File: src/rtl/riscv_mem_pkg.sv
`default_nettype none
// ============================================================================
//  Module      : riscv_mem_pkg
//  Description : Shared definitions for the data-memory path: access-size
//                (snb) codes, arbiter FSM state encoding and a byte-count
//                helper for the size codes.
//  Revision    : 1.0 - initial release
// ============================================================================
package riscv_mem_pkg;

   // Access size codes carried on snb
   localparam logic [1:0] SNB_BYTE = 2'b00;
   localparam logic [1:0] SNB_HALF = 2'b01;
   localparam logic [1:0] SNB_WORD = 2'b10;
   localparam logic [1:0] SNB_RSVD = 2'b11;

   // Arbiter FSM state encoding
   typedef enum logic [1:0] {
      ST_IDLE   = 2'd0,
      ST_ACCESS = 2'd1,
      ST_RESP   = 2'd2
   } arb_state_e;

   // Number of bytes touched by an access of the given size.
   // The reserved code reports 4 so range arithmetic stays bounded; such
   // accesses are always flagged as errors anyway.
   function automatic logic [2:0] snb_bytes(input logic [1:0] snb);
      case (snb)
         SNB_BYTE: snb_bytes = 3'd1;
         SNB_HALF: snb_bytes = 3'd2;
         default:  snb_bytes = 3'd4;
      endcase
   endfunction

endpackage
`default_nettype wire

File: src/rtl/rr_arb2.sv
`default_nettype none
// ============================================================================
//  Module      : rr_arb2
//  Description : Two-input round-robin arbiter, purely combinational. The
//                caller owns the "last winner" register; this block returns
//                the grant and the value that register should take next.
//  Ports       : req_i[1:0]  request per input
//                last_i      index of the previous winner
//                update_i    arbitration is live this cycle
//                gnt_o[1:0]  one-hot grant (zero when no request)
//                last_o      next value for the caller's last-winner register
//  Revision    : 1.0 - initial release
// ============================================================================
module rr_arb2 (
   input  logic [1:0] req_i,
   input  logic       last_i,
   input  logic       update_i,
   output logic [1:0] gnt_o,
   output logic       last_o
);

   always_comb begin
      gnt_o = 2'b00;
      case (req_i)
         2'b01:   gnt_o = 2'b01;
         2'b10:   gnt_o = 2'b10;
         // contention: the input that did not win last time gets the grant
         2'b11:   gnt_o = last_i ? 2'b01 : 2'b10;
         default: gnt_o = 2'b00;
      endcase
   end

   assign last_o = (update_i && (req_i != 2'b00)) ? gnt_o[1] : last_i;

endmodule
`default_nettype wire

File: src/rtl/dmem_arbiter.sv
`default_nettype none
// ============================================================================
//  Module      : dmem_arbiter
//  Description : Shares one byte-addressed data memory port between the core
//                load/store unit (port 0) and DMA/debug (port 1). Round-robin
//                arbitration, registered command, one access every 3 cycles,
//                one-cycle ack with registered read data.
//  Config      : DMEM_ARB_CHK_EN - when defined, misaligned half/word accesses
//                and accesses running past MEM_BYTES are flagged with err_o
//                and their write is suppressed.
//  Ports       : clk, rst_n           clock, synchronous active-low reset
//                req_i/we_i[1:0]      per-port request / write enable
//                snb0_i/snb1_i        per-port size (byte/half/word/rsvd)
//                addr0_i/addr1_i      per-port byte address
//                wdata0_i/wdata1_i    per-port write data
//                ack_o[1:0], err_o    one-hot completion pulse and error flag
//                rdata_o              registered memory read data
//                mem_snb_o/we/a/wd    memory command
//                mem_rd_i             memory combinational read data
//  Revision    : 1.0 - initial release
// ============================================================================
module dmem_arbiter
   import riscv_mem_pkg::*;
#(
   parameter int AW        = 32,
   parameter int DW        = 32,
   parameter int MEM_BYTES = 256
) (
   input  logic          clk,
   input  logic          rst_n,
   input  logic [1:0]    req_i,
   input  logic [1:0]    we_i,
   input  logic [1:0]    snb0_i,
   input  logic [1:0]    snb1_i,
   input  logic [AW-1:0] addr0_i,
   input  logic [AW-1:0] addr1_i,
   input  logic [DW-1:0] wdata0_i,
   input  logic [DW-1:0] wdata1_i,
   output logic [1:0]    ack_o,
   output logic          err_o,
   output logic [DW-1:0] rdata_o,
   output logic [1:0]    mem_snb_o,
   output logic          mem_we_o,
   output logic [AW-1:0] mem_a_o,
   output logic [DW-1:0] mem_wd_o,
   input  logic [DW-1:0] mem_rd_i
);

   arb_state_e    state_q, state_d;
   logic          last_q, last_d;
   logic [1:0]    gnt;
   logic          port_q;
   logic          we_q;
   logic [1:0]    snb_q;
   logic [AW-1:0] addr_q;
   logic [DW-1:0] wd_q;
   logic [1:0]    ack_q;
   logic          err_q;
   logic [DW-1:0] rdata_q;
   logic          err_w;

   rr_arb2 u_arb (
      .req_i    (req_i),
      .last_i   (last_q),
      .update_i (state_q == ST_IDLE),
      .gnt_o    (gnt),
      .last_o   (last_d)
   );

   // Error evaluation on the latched command
`ifdef DMEM_ARB_CHK_EN
   logic          misalign_w;
   logic [AW:0]   end_addr_w;
   logic          range_w;

   always_comb begin
      misalign_w = ((snb_q == SNB_HALF) && addr_q[0]) ||
                   ((snb_q == SNB_WORD) && (addr_q[1:0] != 2'b00));
      // one extra bit so an address near the top of the space cannot wrap
      end_addr_w = {1'b0, addr_q} + {{(AW-2){1'b0}}, snb_bytes(snb_q)};
      range_w    = end_addr_w > (AW+1)'(MEM_BYTES);
      err_w      = (snb_q == SNB_RSVD) || misalign_w || range_w;
   end
`else
   always_comb begin
      err_w = (snb_q == SNB_RSVD);
   end
`endif

   // Next-state logic
   always_comb begin
      state_d = state_q;
      case (state_q)
         ST_IDLE:   if (req_i != 2'b00) state_d = ST_ACCESS;
         ST_ACCESS: state_d = ST_RESP;
         ST_RESP:   state_d = ST_IDLE;
         default:   state_d = ST_IDLE;
      endcase
   end

   always_ff @(posedge clk) begin
      if (!rst_n) begin
         state_q <= ST_IDLE;
         last_q  <= 1'b1;
         port_q  <= 1'b0;
         we_q    <= 1'b0;
         snb_q   <= 2'b00;
         addr_q  <= '0;
         wd_q    <= '0;
         ack_q   <= 2'b00;
         err_q   <= 1'b0;
         rdata_q <= '0;
      end else begin
         state_q <= state_d;
         last_q  <= last_d;
         case (state_q)
            ST_IDLE: begin
               if (req_i != 2'b00) begin
                  port_q <= gnt[1];
                  we_q   <= gnt[1] ? we_i[1]  : we_i[0];
                  snb_q  <= gnt[1] ? snb1_i   : snb0_i;
                  addr_q <= gnt[1] ? addr1_i  : addr0_i;
                  wd_q   <= gnt[1] ? wdata1_i : wdata0_i;
               end
            end
            ST_ACCESS: begin
               rdata_q <= mem_rd_i;
               ack_q   <= port_q ? 2'b10 : 2'b01;
               err_q   <= err_w;
            end
            ST_RESP: begin
               ack_q <= 2'b00;
               err_q <= 1'b0;
            end
            default: begin
               ack_q <= 2'b00;
               err_q <= 1'b0;
            end
         endcase
      end
   end

   // The write strobe is qualified with rst_n so that a reset arriving
   // during ACCESS kills the write at the same edge the memory would commit.
   assign mem_we_o  = rst_n && (state_q == ST_ACCESS) && we_q && !err_w;
   assign mem_snb_o = snb_q;
   assign mem_a_o   = addr_q;
   assign mem_wd_o  = wd_q;
   assign ack_o     = ack_q;
   assign err_o     = err_q;
   assign rdata_o   = rdata_q;

endmodule
`default_nettype wire

File: config.mk
export PLATFORM = sky130hd
export DESIGN_NAME = dmem_arbiter
export DESIGN_NICKNAME = d
export VERILOG_FILES = /design/src/rtl/riscv_mem_pkg.sv /design/src/rtl/rr_arb2.sv /design/src/rtl/dmem_arbiter.sv
export SDC_FILE = /design/constraint.sdc
export NUM_CORES = 1
export LEC_CHECK = 0
export CORE_AREA = 4 4 129 131
export CTS_BUF_LIST = sky130_fd_sc_hd__clkbuf_16
export DETAILED_ROUTE_END_ITERATION = 8
export DIE_AREA = 0 0 133 135
export PLACE_DENSITY = 0.75
export SLEW_MARGIN = 40
export SYNTH_ARGS = -nofsm -noshare
export SYNTH_HDL_FRONTEND = slang
export SYNTH_SLANG_ARGS = --single-unit
File: constraint.sdc
create_clock -name clk -period 3 [get_ports clk]
set_clock_uncertainty 0.1 [all_clocks]
set_input_delay 0.45 -clock clk [delete_from_list [all_inputs] [get_ports clk]]
set_output_delay 0.45 -clock clk [all_outputs]
set_load 0.02 [all_outputs]
==> results of run 1 <==
-- layer usage --
| layer | global-route usage (%) | up-vias |
|---|---|---|
| li1 | - | 2402 |
| met1 | 19.86 | 2212 |
| met2 | 29.49 | 172 |
| met3 | 5.514 | 16 |
| met4 | 5.658 | 0 |
| met5 | 0 | - |
-- state kept, by name, indices dropped and copies added (netlist names) --
| register | flops |
|---|---|
| mem_a_o | 32 |
| mem_wd_o | 32 |
| rdata_o | 32 |
| ack_o | 2 |
| mem_snb_o | 2 |
| state_q | 2 |
| err_o | 1 |
| last_q | 1 |
| port_q | 1 |
| we_q | 1 |
-- placed cells by master, fill, tap and decap left out, types with 4 or more instances in the layout --
| cell type | n |
|---|---|
| buf_4 | 8 |
| dfxtp_1 | 106 |
| inv_1 | 4 |
| a311oi_1 | 37 |
| a21oi_1 | 102 |
| clkdlybuf4s50_1 | 271 |
| a311oi_2 | 30 |
| clkbuf_16 | 9 |
| nand2_1 | 199 |
-- final cells by class --
class                      count  area (sq um)  share of cell area (%)
sequential                   106          2122                   27.56
tap                          216         270.3                   3.510
timing repair buffer         282          2833                   36.79
inverter                       2         10.01                  0.1300
clock inverter                 6         52.55                  0.6825
clock buffer                   9         225.2                   2.925
multi-input combinational    389          2187                   28.40
-- synth_stat cells --
cell | n | area share, %
nand2_1 | 199 | 16
and3_1 | 3 | 0.41
mux2i_1 | 2 | 0.44
clkbuf_1 | 37 | 3.0
and2_4 | 1 | 0.19
nand2b_1 | 3 | 0.41
nor2_2 | 1 | 0.14
nor3_1 | 1 | 0.11
a311oi_1 | 37 | 7.1
nor2_1 | 3 | 0.25
buf_2 | 12 | 1.3
dfxtp_1 | 106 | 46
buf_6 | 5 | 1.2
o21ai_0 | 1 | 0.11
a21bo_2 | 1 | 0.22
nand3_1 | 1 | 0.11
or2_1 | 1 | 0.14
a311oi_2 | 30 | 9.9
inv_2 | 1 | 0.082
buf_4 | 1 | 0.16
buf_1 | 2 | 0.16
inv_1 | 1 | 0.082
o21a_1 | 1 | 0.16
a21boi_1 | 1 | 0.16
a21oi_1 | 102 | 11
nor2b_1 | 1 | 0.14
-- cells by family (layout without fill, tap and decap cells) --
family	count (synthesis)	count (layout)	share of synthesized area (%)
buf+inv	59	299	6.080
mux	2	2	0.4383
compound gates	173	173	28.79
simple gates	214	214	18.24
flops	106	106	46.45
-- where the power goes --
group | switching (mW) | leakage (nW) | internal (mW)
registers | 0.0779 | 0.876 | 1.55
clock network | 0.518 | 0.143 | 0.632
logic | 0.579 | 1.77 | 0.588
-- critical path: stages --
cell	delay, ns
clkdlybuf4s50_1	0.60
inv_4	0.04
nor2_1	0.13
and3_1	0.17
clkdlybuf4s50_1	0.63
-- how the worst max path moves through the flow --
stage | endpoint | slack [ns]
2_1_floorplan | mem_a_o[0] | 1.32
3_3_place_gp | mem_a_o[11] | 0.39
3_5_place_dp | mem_a_o[13] | 0.37
4_1_cts | mem_we_o | 0.44
5_1_grt | mem_we_o | 0.34
6_report | mem_we_o | 0.43
==> metrics, run 1 <==
status complete, no violations; antenna violation net count after detailed routing 0; FMAX 0.3894 GHz; Hold Startpoint rdata_o[27]; relative slew slack 44.84%; Mapped Avg Cell Area 8.246 sq um; # nets final 960; Design Area, Final 7700 sq um; H-tree levels 3; Die Span X 133 um; Yosys reg bits 106; # IOs 272; fill count 1,514; metal3 WL 1313 um; Final Cycle Share 85.60%; Worst-Margin Slew 0.8275 ns; Critical Path Source rst_n; CP Data Required Time 2.45 ns; Final Routed Wirelength 15,800 um; worst hold endpoint rdata_o[27]; fin worst setup slack 0.4321 ns; Worst setup EP type output port; pre-CTS setup slack 0.3696 ns; TritonCTS buffer count 9; vias in the first global route 4,676; CP arrival 2.02 ns; Worst VDD drop 309.1 uV; crit path launch type primary input; Post-CTS Hold Fix Bufs 0; ratio of cells with drive above 1 in the final layout 7.431%; setup slack, reg-to-reg 1.14 ns; ANT cells 0; Pre-antenna DRT Iters 6; row count 46; synth warn 0; syn nets 724; largest net degree at the start of global routing 72; drt via density 4.754; hold depth 2; worst r2r path cells 4; WL/cell 15.64 um; Iteration-0 DRC Markers 269; RSZ-0062 raised after global routing no; max-slew violation count 0; Die ar. 17,960 sq um; Worst Hold Slack 0.3543 ns; Pwr Total 3.941 mW; Core Util, Final 49.37%; global-route wire length before repair 24,510 um; hpwl dp 10,840 um; count of final hold-check violations 0; number of setup buffers added after CTS 0; Seq/Total Area, Yosys 46.45%; CP Max Fanout 5; worst r2r src state_q[0]; cts repair resizes 0; initial antenna violation count 0; Static Leak 2.792 nW; Synth Cell Area 4568 sq um; Final min period 2.568 ns; WL met1 6452 um; CTS root buffer clkbuf_16; Clock Path Buffers 2; crit path kind in -> out; grt total ovfl 0; Power Density 511.9 nW/um^2; gr usage total 17.00%; Final Wtd Congestion 0.7540; placed cell area 7422 sq um; routed wl met2 7791 um; RR Endpoint mem_wd_o[0]; worst skew pair latency 0.34 ns; area added between synthesis and finish 68.56%; via count 4,802; Sink Count 106; top layer in use met4; # Max-Cap Violations 0; Reg clk slew, reported paths 0.07 ns; Core Area 15,600 sq um; number of setup violations in the final report 0; die span in y 135 um; I/O Buffers 271; placed insts 995; DRC Markers 0; number of distinct library cells after synthesis 26; Final TNS setup 0 ns; Cell Count, Final, Fillers Out 1,010; Syn Inst Count 554; type of the most critical hold path reg -> reg; CTS tree done; Starting Density 29.29%
(Power assumes the default switching activity.)
==> run 2, diff against run 1 <==
--- a/config.mk
+++ b/config.mk
@@ -9,7 +9,7 @@
 export CTS_BUF_LIST = sky130_fd_sc_hd__clkbuf_16
 export DETAILED_ROUTE_END_ITERATION = 8
 export DIE_AREA = 0 0 133 135
-export PLACE_DENSITY = 0.75
+export PLACE_DENSITY = 0.65
 export SLEW_MARGIN = 40
 export SYNTH_ARGS = -nofsm -noshare
 export SYNTH_HDL_FRONTEND = slang
==> metrics, run 2 (synthesis results as in run 1) <==
metal3 WL 1481 um (was 1313 um); most frequent cells in the layout 271 x clkdlybuf4s50_1, 199 x nand2_1, 106 x dfxtp_1 (unchanged); drt via density 4.871 (was 4.754); initial antenna violation count 0 (unchanged); ANT cells 0 (unchanged); CP Max Fanout 5 (unchanged); top layer in use met4 (unchanged); worst skew pair latency 0.33 ns (was 0.34 ns); Die Span X 133 um (unchanged); cts repair resizes 0 (unchanged); gr usage total 17.65% (was 17.00%); via count 4,925 (was 4,802); type of the most critical hold path reg -> reg (unchanged); crit path launch type primary input (unchanged); WL met1 6798 um (was 6452 um); Starting Density 29.29% (unchanged); CTS tree done (unchanged); crit path kind in -> out (unchanged); area added between synthesis and finish 69.57% (was 68.56%); Reg clk slew, reported paths 0.06 ns (was 0.07 ns); status complete, no violations (unchanged); Design Area, Final 7746 sq um (was 7700 sq um); I/O Buffers 271 (unchanged); CP most frequent cell clkdlybuf4s50_1 (unchanged); Worst path max stage delay 0.63 ns (about the same); Pwr Total 4.037 mW (was 3.941 mW); routed wl met2 7738 um (was 7791 um); Die ar. 17,960 sq um (unchanged); CP arrival 2.02 ns (about the same); relative slew slack 46.85% (was 44.84%); H-tree levels 3 (unchanged); CP Data Required Time 2.45 ns (about the same); Final Wtd Congestion 0.7624 (was 0.7540); # IOs 272 (unchanged); global-route wire length before repair 25,850 um (was 24,510 um); Static Leak 2.805 nW (was 2.792 nW); number of setup buffers added after CTS 0 (unchanged); ratio of cells with drive above 1 in the final layout 7.925% (was 7.431%); # Max-Cap Violations 0 (unchanged); fin worst setup slack 0.4307 ns (was 0.4321 ns); count of final hold-check violations 0 (unchanged); Final Routed Wirelength 16,340 um (was 15,800 um); setup slack, reg-to-reg 1.16 ns (was 1.14 ns); Final Cycle Share 85.64% (was 85.60%); most common cell after layout, fill and taps aside clkdlybuf4s50_1 (unchanged); FMAX 0.3892 GHz (was 0.3894 GHz); hpwl dp 11,800 um (was 10,840 um); Worst Hold Slack 0.3553 ns (was 0.3543 ns); Power Density 521.2 nW/um^2 (was 511.9 nW/um^2); WL/cell 16.16 um (was 15.64 um); Iteration-0 DRC Markers 230 (was 269); grt total ovfl 0 (unchanged); Worst setup EP type output port (unchanged); Pre-antenna DRT Iters 5 (was 6); largest net degree at the start of global routing 72 (unchanged); Worst-Margin Slew 0.7973 ns (was 0.8275 ns); Cell Chain, Critical Path clkdlybuf4s50_1 -> inv_4 -> nor2_1 -> and3_1 -> clkdlybuf4s50_1 (unchanged); fill count 1,468 (was 1,514); # nets final 961 (was 960); antenna violation net count after detailed routing 0 (unchanged); die span in y 135 um (unchanged); CTS root buffer clkbuf_16 (unchanged); RSZ-0062 raised after global routing no (unchanged); pre-CTS setup slack 0.3487 ns (was 0.3696 ns); placed insts 996 (was 995); Worst VDD drop 296.8 uV (was 309.1 uV); Clock Path Buffers 2 (unchanged); Cell Count, Final, Fillers Out 1,011 (was 1,010); Post-CTS Hold Fix Bufs 0 (unchanged); Core Area 15,600 sq um (unchanged); Final min period 2.569 ns (was 2.568 ns); Core Util, Final 49.66% (was 49.37%); DRC Markers 0 (unchanged); placed cell area 7437 sq um (was 7422 sq um); Final TNS setup 0 ns (unchanged); row count 46 (unchanged); max-slew violation count 0 (unchanged); vias in the first global route 5,006 (was 4,676); crit path max-delay cell type clkdlybuf4s50_1 (unchanged); TritonCTS buffer count 9 (unchanged); number of setup violations in the final report 0 (unchanged); Sink Count 106 (unchanged)
==> run 2: layer usage <==
metal  up-vias  global-route usage (%)
met3        22                   6.110
met5         -                       0
met4         0                   6.236
li1       2417                       -
met2       222                   29.60
met1      2264                   21.05
==> run 2: where the power goes <==
part / total, mW / leakage, nW / internal (mW) / switching, mW
clock: 1.23 / 0.149 / 0.722 / 0.505
combinational: 1.18 / 1.78 / 0.595 / 0.584
sequential: 1.63 / 0.876 / 1.55 / 0.0843
total: 4.04 / 2.81 / 2.86 / 1.17
==> run 2: final cells by class <==
type / instances / area, sq um / share of cell area (%)
Multi-Input combinational cell: 389 / 2187 / 28.23
Clock inverter: 6 / 83.83 / 1.082
Tap cell: 216 / 270.3 / 3.489
Inverter: 2 / 10.01 / 0.1292
Clock buffer: 9 / 225.2 / 2.907
Sequential cell: 106 / 2122 / 27.39
Timing Repair Buffer: 283 / 2848 / 36.76
==> run 2: path summary, 6_finish.rpt <==
kind	start	end	cells past startpoint
worst max-delay path	rst_n	mem_we_o	5
worst min register to register	rdata_o[5]	rdata_o[5]	2
worst max register to register	state_q[0]	mem_wd_o[29]	4
worst min-delay path	rdata_o[5]	rdata_o[5]	2
==> run 2: critical path, delay by kind of cell <==
kind / cells / cell delay [ns]
buf+inv: 3 / 1.27
simple gates: 2 / 0.30
==> run 3, diff against run 2 <==
--- a/config.mk
+++ b/config.mk
@@ -5,11 +5,11 @@
 export SDC_FILE = /design/constraint.sdc
 export NUM_CORES = 1
 export LEC_CHECK = 0
-export CORE_AREA = 4 4 129 131
+export CORE_AREA = 4 4 111 113
 export CTS_BUF_LIST = sky130_fd_sc_hd__clkbuf_16
 export DETAILED_ROUTE_END_ITERATION = 8
-export DIE_AREA = 0 0 133 135
-export PLACE_DENSITY = 0.65
+export DIE_AREA = 0 0 115 117
+export PLACE_DENSITY = 0.84
 export SLEW_MARGIN = 40
 export SYNTH_ARGS = -nofsm -noshare
 export SYNTH_HDL_FRONTEND = slang
==> metrics, run 3 (synthesis results as in run 1) <==
Sink Count 106 (unchanged); Final min period 2.601 ns (was 2.569 ns); row count 39 (was 46); Post-CTS Hold Fix Bufs 0 (unchanged); most frequent cells in the layout 271 x clkdlybuf4s50_1, 199 x nand2_1, 106 x dfxtp_1 (unchanged); Cell Chain, Critical Path clkdlybuf4s50_1 -> clkinv_2 -> nor2_1 -> and3_1 -> clkdlybuf4s50_1 (was clkdlybuf4s50_1 -> inv_4 -> nor2_1 -> and3_1 -> clkdlybuf4s50_1); TritonCTS buffer count 9 (unchanged); vias in the first global route 4,933 (was 5,006); Final Routed Wirelength 15,680 um (was 16,340 um); count of final hold-check violations 0 (unchanged); number of setup violations in the final report 0 (unchanged); Worst Hold Slack 0.3585 ns (was 0.3553 ns); Power Density 513.3 nW/um^2 (was 521.2 nW/um^2); via count 5,019 (was 4,925); Final TNS setup 0 ns (unchanged); Core Area 11,320 sq um (was 15,600 sq um); Iteration-0 DRC Markers 346 (was 230); Worst-Margin Slew 0.7700 ns (was 0.7973 ns); # Max-Cap Violations 0 (unchanged); crit path launch type primary input (unchanged); WP buf/inv 3 (unchanged); antenna violation net count after detailed routing 0 (unchanged); Die Span X 115 um (was 133 um); DRC Markers 0 (unchanged); CTS root buffer clkbuf_16 (unchanged); Sw Share 30.69% (was 29.06%); initial antenna violation count 0 (unchanged); Pre-antenna DRT Iters 4 (was 5); Final Cycle Share 86.71% (was 85.64%); worst skew pair latency 0.34 ns (was 0.33 ns); Worst path max stage delay 0.61 ns (was 0.63 ns); CP Max Fanout 5 (unchanged); Final Wtd Congestion 0.7900 (was 0.7624); pre-CTS setup slack 0.4012 ns (was 0.3487 ns); area added between synthesis and finish 65.95% (was 69.57%); placed cell area 7301 sq um (was 7437 sq um); ANT cells 0 (unchanged); global-route wire length before repair 24,120 um (was 25,850 um); CTS tree done (unchanged); most common cell after layout, fill and taps aside clkdlybuf4s50_1 (unchanged); ratio of cells with drive above 1 in the final layout 7.935% (was 7.925%); FMAX 0.3844 GHz (was 0.3892 GHz); Pint 2.697 mW (was 2.864 mW); setup slack, reg-to-reg 1.17 ns (was 1.16 ns); Starting Density 40.35% (was 29.29%); Sw Pwr 1.194 mW (was 1.173 mW); CP arrival 2.05 ns (was 2.02 ns); fin worst setup slack 0.3986 ns (was 0.4307 ns); power share of the sequential group 41.8% (was 40.4%); Static Leak 2.760 nW (was 2.805 nW); relative slew slack 48.66% (was 46.85%); grt total ovfl 0 (unchanged); crit path max-delay cell type clkdlybuf4s50_1 (unchanged); status complete, no violations (unchanged); largest net degree at the start of global routing 100 (was 72); CP most frequent cell clkdlybuf4s50_1 (unchanged); Comb power frac 29.9% (was 29.2%); Worst VDD drop 335.4 uV (was 296.8 uV); Reg clk slew, reported paths 0.07 ns (was 0.06 ns); Die ar. 13,460 sq um (was 17,960 sq um); I/O Buffers 271 (unchanged); hpwl dp 11,310 um (was 11,800 um); drt via density 5.356 (was 4.871); crit path kind in -> out (unchanged); type of the most critical hold path reg -> reg (unchanged); die span in y 117 um (was 135 um); cts repair resizes 0 (unchanged); Top delay family on crit path buffers and inverters (unchanged); # nets final 959 (was 961); Clock Path Buffers 2 (unchanged); # IOs 272 (unchanged); max-slew violation count 0 (unchanged); H-tree levels 3 (unchanged); number of setup buffers added after CTS 0 (unchanged); Clock Power Share 28.3% (was 30.4%); gr usage total 22.35% (was 17.65%); Worst setup EP type output port (unchanged); Design Area, Final 7581 sq um (was 7746 sq um); CP Data Required Time 2.45 ns (about the same); RSZ-0062 raised after global routing no (unchanged); WL/cell 16.74 um (was 16.16 um)
[run 3: through the flow]
stage | std cells | total power, mW | utilization, %
finish | 937 | 3.892 | 66.97
global route | 937 | 4.078 | 66.97
CTS | 937 | 3.925 | 66.94
detailed placement | 921 | 2.825 | 64.49
global placement | 920 | 2.787 | 64.28
floorplan | 554 | 2.239 | -
[run 3: layout make-up]
class | count | area, sq um
inverter | 2 | 8.758
clock inverter | 7 | 52.55
sequential | 106 | 2122
clock buffer | 9 | 225.2
timing repair buffer | 281 | 2806
multi-input combinational | 389 | 2187
fill | 909 | 3740
tap | 143 | 178.9
[run 3: path summary, 6_finish.rpt]
check               from     endpoint  cells past startpoint
max                rst_n     mem_we_o                      5
min          rdata_o[15]  rdata_o[15]                      2
max reg2reg   state_q[0]  mem_wd_o[9]                      4
min reg2reg  rdata_o[15]  rdata_o[15]                      2
[run 3: metal layers]
layer / global-route usage [%] / part of all wire (%) / vias up
met1: 25.18 / 38 / 2334
met5: 0 / 0 / -
met3: 6.478 / 8.5 / 43
met2: 38.62 / 49 / 239
met4: 11.27 / 3.9 / 0
li1: - / - / 2403
[run 3: worst min-delay path, stage by stage (launching register included)]
cell and delay [ns]:
dfxtp_1 0.31, nand2_1 0.05, a21oi_1 0.05
[run 3: power groups by stage]
| stage | Combinational [mW] | Clock [mW] | Sequential (mW) |
|---|---|---|---|
| 6_report | 1.16 | 1.10 | 1.63 |
| 5_1_grt | 1.25 | 1.19 | 1.65 |
| 4_1_cts | 1.17 | 1.13 | 1.63 |
| 3_5_place_dp | 1.17 | 0 | 1.66 |
| 3_3_place_gp | 1.14 | 0 | 1.65 |
| 2_1_floorplan | 0.432 | 0 | 1.81 |
